$ cat src/rtl/rom_wr_responder_pkg.sv
// rom_dl_pkg: shared types for the ROM-download responder.
//   ROM_AW / ROM_DW  default word-address and data widths
//   fifo_entry_t     one captured write {addr, data}
//   drain_state_t    drain FSM states
//   mask_of()        smallest (2^n - 1) covering an address, n in 0..ROM_AW
package rom_dl_pkg;

  localparam int unsigned ROM_AW = 21;
  localparam int unsigned ROM_DW = 16;

  typedef struct packed {
    logic [ROM_AW-1:0] addr;
    logic [ROM_DW-1:0] data;
  } fifo_entry_t;

  typedef enum logic {
    IDLE,
    WRITE
  } drain_state_t;

  // Grow an all-ones mask one bit at a time until it covers addr.
  function automatic logic [ROM_AW-1:0] mask_of(input logic [ROM_AW-1:0] addr);
    logic [ROM_AW-1:0] m;
    m = '0;
    for (int unsigned i = 0; i < ROM_AW; i++) begin
      if (m < addr) m = {m[ROM_AW-2:0], 1'b1};
    end
    return m;
  endfunction

endpackage

$ cat src/rtl/rom_wr_responder_if.sv
// rom_wr_responder_if: ROM-download toggle handshake.
//   rom_wr_req  requester -> responder, toggles once per word
//   rom_wr_ack  responder -> requester, toggles when a word is accepted
//   rom_addr    word address, held from req toggle to ack toggle
//   rom_data    write data, held over the same window
// master = requester side, slave = responder side.
interface rom_wr_responder_if #(
  parameter int unsigned AW = rom_dl_pkg::ROM_AW,
  parameter int unsigned DW = rom_dl_pkg::ROM_DW
);

  logic          rom_wr_req;
  logic          rom_wr_ack;
  logic [AW-1:0] rom_addr;
  logic [DW-1:0] rom_data;

  modport master (
    output rom_wr_req,
    output rom_addr,
    output rom_data,
    input  rom_wr_ack
  );

  modport slave (
    input  rom_wr_req,
    input  rom_addr,
    input  rom_data,
    output rom_wr_ack
  );

endinterface

$ cat src/rtl/rom_wr_responder_fifo2.sv
// rom_wr_fifo2: 2-entry FIFO of captured ROM writes.
//   clk_sys, RESET  clock, synchronous active-high reset
//   push, din       write din when push (caller guarantees count < 2)
//   pop             drop the head entry (caller guarantees count > 0)
//   head            current head entry
//   count           number of stored entries, 0..2
// Simultaneous push and pop leave count unchanged and advance both pointers.
module rom_wr_fifo2
  import rom_dl_pkg::*;
(
  input  logic        clk_sys,
  input  logic        RESET,
  input  logic        push,
  input  fifo_entry_t din,
  input  logic        pop,
  output fifo_entry_t head,
  output logic [1:0]  count
);

  fifo_entry_t mem [2];
  logic        wr_ptr;
  logic        rd_ptr;

  always_ff @(posedge clk_sys) begin
    if (push) mem[wr_ptr] <= din;
  end

  always_ff @(posedge clk_sys) begin
    if (RESET) begin
      wr_ptr <= 1'b0;
      rd_ptr <= 1'b0;
      count  <= '0;
    end else begin
      if (push) wr_ptr <= ~wr_ptr;
      if (pop)  rd_ptr <= ~rd_ptr;
      case ({push, pop})
        2'b10:   count <= count + 2'd1;
        2'b01:   count <= count - 2'd1;
        default: count <= count;
      endcase
    end
  end

  assign head = mem[rd_ptr];

endmodule

$ cat src/rtl/rom_wr_responder.sv
// rom_wr_responder: responder end of the ROM-download toggle handshake.
// Captures each requested word into a 2-entry FIFO, acknowledges by toggling
// rom_wr_ack, drains words to the SDRAM write port (level req / pulse ack),
// and publishes a mirror mask once a download has finished and drained.
//   clk_sys, RESET  clock, synchronous active-high reset
//   rom             toggle handshake (slave modport)
//   downloading     high while a download is in progress
//   mem_req/mem_ack SDRAM write request (level) / commit (one-cycle pulse)
//   mem_addr        rom_addr + MEM_BASE
//   mem_wdata       write data
//   mem_be          byte enables, always 2'b11
//   busy            FIFO non-empty or write outstanding
//   rom_mask        smallest 2^n-1 covering highest address written
//   mask_valid      rom_mask valid; set after download end and drain
// Build option: ROM_REQ_SYNC_EN adds a 2-flop synchronizer on rom_wr_req for
// requesters on a foreign clock (ack latency 4 instead of 2).
module rom_wr_responder
  import rom_dl_pkg::*;
#(
  parameter int unsigned AW       = ROM_AW,
  parameter int unsigned DW       = ROM_DW,
  parameter int unsigned MEM_BASE = 0
) (
  input  logic                clk_sys,
  input  logic                RESET,
  rom_wr_responder_if.slave   rom,
  input  logic                downloading,
  output logic                mem_req,
  input  logic                mem_ack,
  output logic [AW:0]         mem_addr,
  output logic [DW-1:0]       mem_wdata,
  output logic [1:0]          mem_be,
  output logic                busy,
  output logic [AW-1:0]       rom_mask,
  output logic                mask_valid
);

  localparam logic [AW:0] BASE = (AW+1)'(MEM_BASE);

  logic         req_s;
  logic         req_seen;
  logic         ack_r;
  logic         pending;
  logic         push;
  logic         pop;
  logic         load;
  logic [1:0]   count;
  fifo_entry_t  din;
  fifo_entry_t  head;
  drain_state_t state, state_nxt;

  // Request detect
`ifdef ROM_REQ_SYNC_EN
  logic [1:0] req_sync;

  always_ff @(posedge clk_sys) begin
    if (RESET) begin
      req_sync <= '0;
      req_s    <= 1'b0;
    end else begin
      req_sync <= {req_sync[0], rom.rom_wr_req};
      req_s    <= req_sync[1];
    end
  end
`else
  always_ff @(posedge clk_sys) begin
    if (RESET) req_s <= 1'b0;
    else       req_s <= rom.rom_wr_req;
  end
`endif

  assign pending = (req_s != req_seen);
  assign push    = pending && (count != 2'd2);

  always_ff @(posedge clk_sys) begin
    if (RESET) begin
      req_seen <= 1'b0;
      ack_r    <= 1'b0;
    end else if (push) begin
      req_seen <= req_s;
      ack_r    <= ~ack_r;
    end
  end

  assign rom.rom_wr_ack = ack_r;

  // Capture FIFO
  always_comb begin
    din      = '0;
    din.addr = rom.rom_addr;
    din.data = rom.rom_data;
  end

  rom_wr_fifo2 u_fifo (
    .clk_sys (clk_sys),
    .RESET   (RESET),
    .push    (push),
    .din     (din),
    .pop     (pop),
    .head    (head),
    .count   (count)
  );

  // Drain FSM: the head stays in the FIFO (and counts toward full) until
  // its write is committed, so the FIFO bounds words in flight to two.
  always_ff @(posedge clk_sys) begin
    if (RESET) state <= IDLE;
    else       state <= state_nxt;
  end

  always_comb begin
    state_nxt = state;
    load      = 1'b0;
    pop       = 1'b0;
    case (state)
      IDLE: begin
        if (count != 2'd0) begin
          load      = 1'b1;
          state_nxt = WRITE;
        end
      end
      WRITE: begin
        if (mem_ack) begin
          pop       = 1'b1;
          state_nxt = IDLE;
        end
      end
    endcase
  end

  always_ff @(posedge clk_sys) begin
    if (RESET) begin
      mem_addr  <= '0;
      mem_wdata <= '0;
    end else if (load) begin
      mem_addr  <= {1'b0, head.addr} + BASE;
      mem_wdata <= head.data;
    end
  end

  // Leaving WRITE always passes through IDLE, giving the one-cycle gap.
  assign mem_req = (state == WRITE);
  assign mem_be  = 2'b11;
  assign busy    = (count != 2'd0) || mem_req;

  // Download tracking and mirror mask
  logic          dl_q;
  logic          dl_rise;
  logic          dl_fall;
  logic          mask_pend;
  logic [AW-1:0] max_addr;
  logic [AW-1:0] max_base;

  assign dl_rise = downloading && !dl_q;
  assign dl_fall = !downloading && dl_q;

  // A capture coinciding with a download start counts toward the new download.
  always_comb begin
    max_base = dl_rise ? '0 : max_addr;
  end

  always_ff @(posedge clk_sys) begin
    if (RESET) begin
      dl_q       <= 1'b0;
      max_addr   <= '0;
      rom_mask   <= '0;
      mask_valid <= 1'b0;
      mask_pend  <= 1'b0;
    end else begin
      dl_q <= downloading;
      if (push && (rom.rom_addr > max_base)) max_addr <= rom.rom_addr;
      else                                   max_addr <= max_base;
      if (dl_rise) begin
        mask_valid <= 1'b0;
        mask_pend  <= 1'b0;
      end else if (dl_fall) begin
        mask_pend <= 1'b1;
      end else if (mask_pend && !busy) begin
        rom_mask   <= mask_of(max_addr);
        mask_valid <= 1'b1;
        mask_pend  <= 1'b0;
      end
    end
  end

endmodule
$ cat src/flat_wrapper.sv
// flat-port wrapper written by rule: the top's interface ports become plain ports
module rom_wr_responder_flat import rom_dl_pkg::*;
#(
  parameter int unsigned AW       = ROM_AW,
  parameter int unsigned DW       = ROM_DW,
  parameter int unsigned MEM_BASE = 0
)
  (clk_sys, RESET, downloading, mem_req, mem_ack, mem_addr, mem_wdata, mem_be, busy, rom_mask, mask_valid, rom_rom_wr_req, rom_rom_addr, rom_rom_data, rom_rom_wr_ack);
  rom_wr_responder_if #(.AW(AW), .DW(DW)) rom_i ();
  input  logic clk_sys;
  input  logic RESET;
  input  logic downloading;
  output logic mem_req;
  input  logic mem_ack;
  output logic [AW:0] mem_addr;
  output logic [DW-1:0] mem_wdata;
  output logic [1:0] mem_be;
  output logic busy;
  output logic [AW-1:0] rom_mask;
  output logic mask_valid;
  input wire logic [$bits(rom_i.rom_wr_req)-1:0] rom_rom_wr_req;
  input wire logic [$bits(rom_i.rom_addr)-1:0] rom_rom_addr;
  input wire logic [$bits(rom_i.rom_data)-1:0] rom_rom_data;
  output wire logic [$bits(rom_i.rom_wr_ack)-1:0] rom_rom_wr_ack;
  assign rom_i.rom_wr_req = rom_rom_wr_req;
  assign rom_i.rom_addr = rom_rom_addr;
  assign rom_i.rom_data = rom_rom_data;
  assign rom_rom_wr_ack = rom_i.rom_wr_ack;
  rom_wr_responder #(.AW(AW), .DW(DW), .MEM_BASE(MEM_BASE)) u_core (.clk_sys(clk_sys), .RESET(RESET), .rom(rom_i), .downloading(downloading), .mem_req(mem_req), .mem_ack(mem_ack), .mem_addr(mem_addr), .mem_wdata(mem_wdata), .mem_be(mem_be), .busy(busy), .rom_mask(rom_mask), .mask_valid(mask_valid));
endmodule
$ cat config.mk
export PLATFORM = sky130hd
export DESIGN_NAME = rom_wr_responder_flat
export DESIGN_NICKNAME = d
export VERILOG_FILES = /design/src/rtl/rom_wr_responder_pkg.sv /design/src/rtl/rom_wr_responder_if.sv /design/src/rtl/rom_wr_responder_fifo2.sv /design/src/rtl/rom_wr_responder.sv /design/src/flat_wrapper.sv
export SDC_FILE = /design/constraint.sdc
export NUM_CORES = 1
export LEC_CHECK = 0
export CORE_MARGIN = 5
export CORE_UTILIZATION = 65
export CTS_CLUSTER_DIAMETER = 60
export DETAILED_ROUTE_END_ITERATION = 7
export PLACE_DENSITY = 0.85
export SYNTH_ARGS = -nofsm -noshare
export SYNTH_HDL_FRONTEND = slang
export SYNTH_HIERARCHICAL = 1
export SYNTH_SLANG_ARGS = --single-unit
$ cat constraint.sdc
create_clock -name clk_sys -period 110.5 [get_ports clk_sys]
set_clock_uncertainty 0.1 [all_clocks]
set_input_delay 22.1 -clock clk_sys [delete_from_list [all_inputs] [get_ports clk_sys]]
set_output_delay 22.1 -clock clk_sys [all_outputs]
set_load 0.05 [all_outputs]
==> reports/results.ini <==
[layout]
fillers = 1779
antennaDiodeCount = 0
syn_to_final_growth_pct = 11.3
drive_gt1_share_pct = 10.2
nets = 2268

[sta]
slew_viol_final = 0
slew_headroom_pct = 18.8
rsz0062_at_grt = no
tightest_slew_ns = 1.22
setup_viol = 0
finalCriticalPeriod_ns = 47.35
hold_viol_final = 0
max_freq_mhz = 21.1
tns_ns = 0
period_share_pct = 42.8

[cts]
post_cts_buffers = 0
cts_buffer_depth = 2
cts_root_buf = clkbuf_16
clk_pin_slew_ns = 0.07
clkSinkCount = 165
ctsHoldBuffers = 0
cts_resized = 0
worstSkewPairLatency_ns = 0.43
cts_tree = yes
htreeDepth = 4
numCtsBuffers = 17

[synthesis]
yosysSeqAreaShare_pct = 25.1
synthTopCellsByArea = ha_1, edfxtp_1, dfxtp_1, a21oi_1, nand2_1
yosys.area.top_type = ha_1
syn_area_um2 = 16100
synth_area_per_cell_um2 = 8.18
ys_ff_latch = 165
ys_warn_count = 6
synth_edf_count = 74
synth.top_cell.area_share_pct = 16.6
syn_inst = 1966
async_flop_share_pct = 0
synth_cell_types = 102
ys.flop_type = dfxtp_1

[floorplan]
die-area_um2 = 28000
initial_core_util_pct = 66.1
rows = 57
io_pins = 107
die_h_um = 167
core_area_um2 = 24300
dieWidth_um = 167

[place]
place.gp.congestion = 1.03
port_buffers = 103
dp_hpwl_um = 38300

[route]
viasPerCell = 6.91
antenna_left = 0
drc_errors = 0
wire_per_inst_um = 23.3
dr.first_iter.drc_count = 2323
drt_wl_total_um = 54700
first_pass_iters = 6
dr_total_vias = 16229

[critical_path]
critPathMaxStageDelay_ns = 0.87
startpoint_type = register
required_ns = 110.67
reg2regPathDepth = 193
critPathSlowestCell = or4_1
cp-end-kind = register
worstPathArrival_ns = 47.52
crit_fanout = 38
critPathKind = reg -> reg

[grt]
grt_max_degree = 92
grt_pass1_vias = 15435
gr-total-overflow = 0
grt_use_total_pct = 37.3
antenna_found_initial = 2
grt_pass1_wl_um = 85000

[run_status]
outcome = finished clean

[flow_run]
drv_cap = 0

[min_path]
hold_path_depth = 2
hp-class = reg -> reg

## worst max-delay path: cells and delay by family (launching register included)
family / cells / cell delay (ns)
muxes: 4 / 1.68
and+or+nand+nor: 48 / 11.79
adders and majority gates: 19 / 5.44
buffers and inverters: 12 / 2.27
DFF: 1 / 0.41
AOI/OAI and AO/OA: 110 / 25.40
## layout by cell type (no fill, tap or decap), drive strengths merged, types with 16 or more instances in the layout
| cell | n |
|---|---|
| nand2 | 222 |
| ha | 214 |
| nor2 | 178 |
| a21oi | 168 |
| inv | 118 |
| o21ai | 114 |
| clkdlybuf4s50 | 102 |
| dfxtp | 91 |
| edfxtp | 74 |
| mux2 | 70 |
| nand3 | 65 |
| nor3 | 53 |
| a21o | 44 |
| o211ai | 44 |
| nand2b | 36 |
| buf | 33 |
| mux2i | 32 |
| o21a | 31 |
| nand4 | 27 |
| a211oi | 20 |
| a31oi | 19 |
| clkbuf | 18 |
| nor4 | 18 |
| and2 | 16 |
## cells by family (layout without fill, tap and decap cells)
kind of cell	count (synthesis)	count (layout)	synth area share [%]
compound gates	590	590	25.3
xor+xnor	10	10	0.544
fa+ha+maj	214	214	16.6
buf+inv	221	279	5.65
flops	165	165	25.1
mux	102	102	6.96
other cells	2	3	0.0467
simple gates	662	662	19.7
## area by class of cell
type / count / area [um2] / share of cell area, %
multi-input combinational: 1581 / 11200 / 62.5
sequential: 165 / 4040 / 22.6
timing repair buffer: 135 / 1270 / 7.07
clock buffer: 18 / 429 / 2.40
inverter: 112 / 420 / 2.35
tap: 324 / 405 / 2.26
clock inverter: 14 / 160 / 0.894
## flip-flops by register name, indices dropped and copies added, names as in the netlist, named ones only
| signal | count |
|---|---|
| u_core/dl_q | 1 |
| u_core/mask_pend | 1 |
| u_core/mask_valid | 1 |
| u_core/max_addr | 21 |
| u_core/mem_addr | 21 |
| u_core/mem_req | 1 |
| u_core/mem_wdata | 16 |
| u_core/req_s | 1 |
| u_core/req_seen | 1 |
| u_core/rom.rom_wr_ack | 1 |
| u_core/rom_mask | 21 |
| u_core/u_fifo/count | 2 |
| u_core/u_fifo/mem | 74 |
| u_core/u_fifo/rd_ptr | 1 |
| u_core/u_fifo/wr_ptr | 1 |
## metrics by stage
step | hold WS (ns) | worst slack, ns | instances | instance area [um2] | utilization (%)
2_1_floorplan | 0.379 | 71.56 | 1967 | 16100 | -
3_3_place_gp | 0.339 | 65.54 | 2317 | 17300 | 71.2
3_5_place_dp | 0.345 | 64.86 | 2317 | 17300 | 71.2
4_1_cts | 0.353 | 64.72 | 2349 | 17900 | 73.6
5_1_grt | 0.365 | 60.19 | 2349 | 17900 | 73.6
6_report | 0.354 | 63.15 | 2349 | 17900 | 73.6
## per-layer routing
layer / up-vias / GRT usage (%) / part of all wire [%]
li1: 7382 / - / -
met5: - / 0 / 0.029
met4: 4 / 17.6 / 5.2
met1: 7551 / 48.3 / 40
met3: 228 / 6.95 / 9.9
met2: 1064 / 60.4 / 45
## worst paths after layout
| kind | startpoint | to | slack (ns) |
|---|---|---|---|
| setup / recovery | u_core/max_addr[12] | u_core/rom_mask[9] | 63.15 |
| hold / removal | u_core/rom_mask[12] | u_core/rom_mask[12] | 0.35 |
| setup reg to reg | u_core/max_addr[12] | u_core/rom_mask[9] | 63.15 |
| hold reg to reg | u_core/rom_mask[12] | u_core/rom_mask[12] | 0.35 |
## synth_stat cells, drive strengths merged, types with 6 or more instances
cell,n
o221ai,10
inv,112
xnor2,8
dfxtp,91
nor2,178
or2,10
a31oi,19
a22oi,6
a21o,44
nor2b,11
a211oi,20
clkbuf,78
edfxtp,74
a211o,11
nor4,18
o21a,31
and3,11
a311oi,7
nor3,53
or3,7
a2111oi,8
buf,31
a21oi,168
ha,214
a32oi,6
mux2,70
nand3,65
o31ai,12
and2,16
nand4,27
o31a,7
o2111ai,12
nand2,222
o22ai,10
mux2i,32
o211ai,44
o21ai,114
nand2b,36
Power is left out: the tool's default activity adds up to more than one toggle a clock period on the data nets, which glitch-free logic cannot reach.
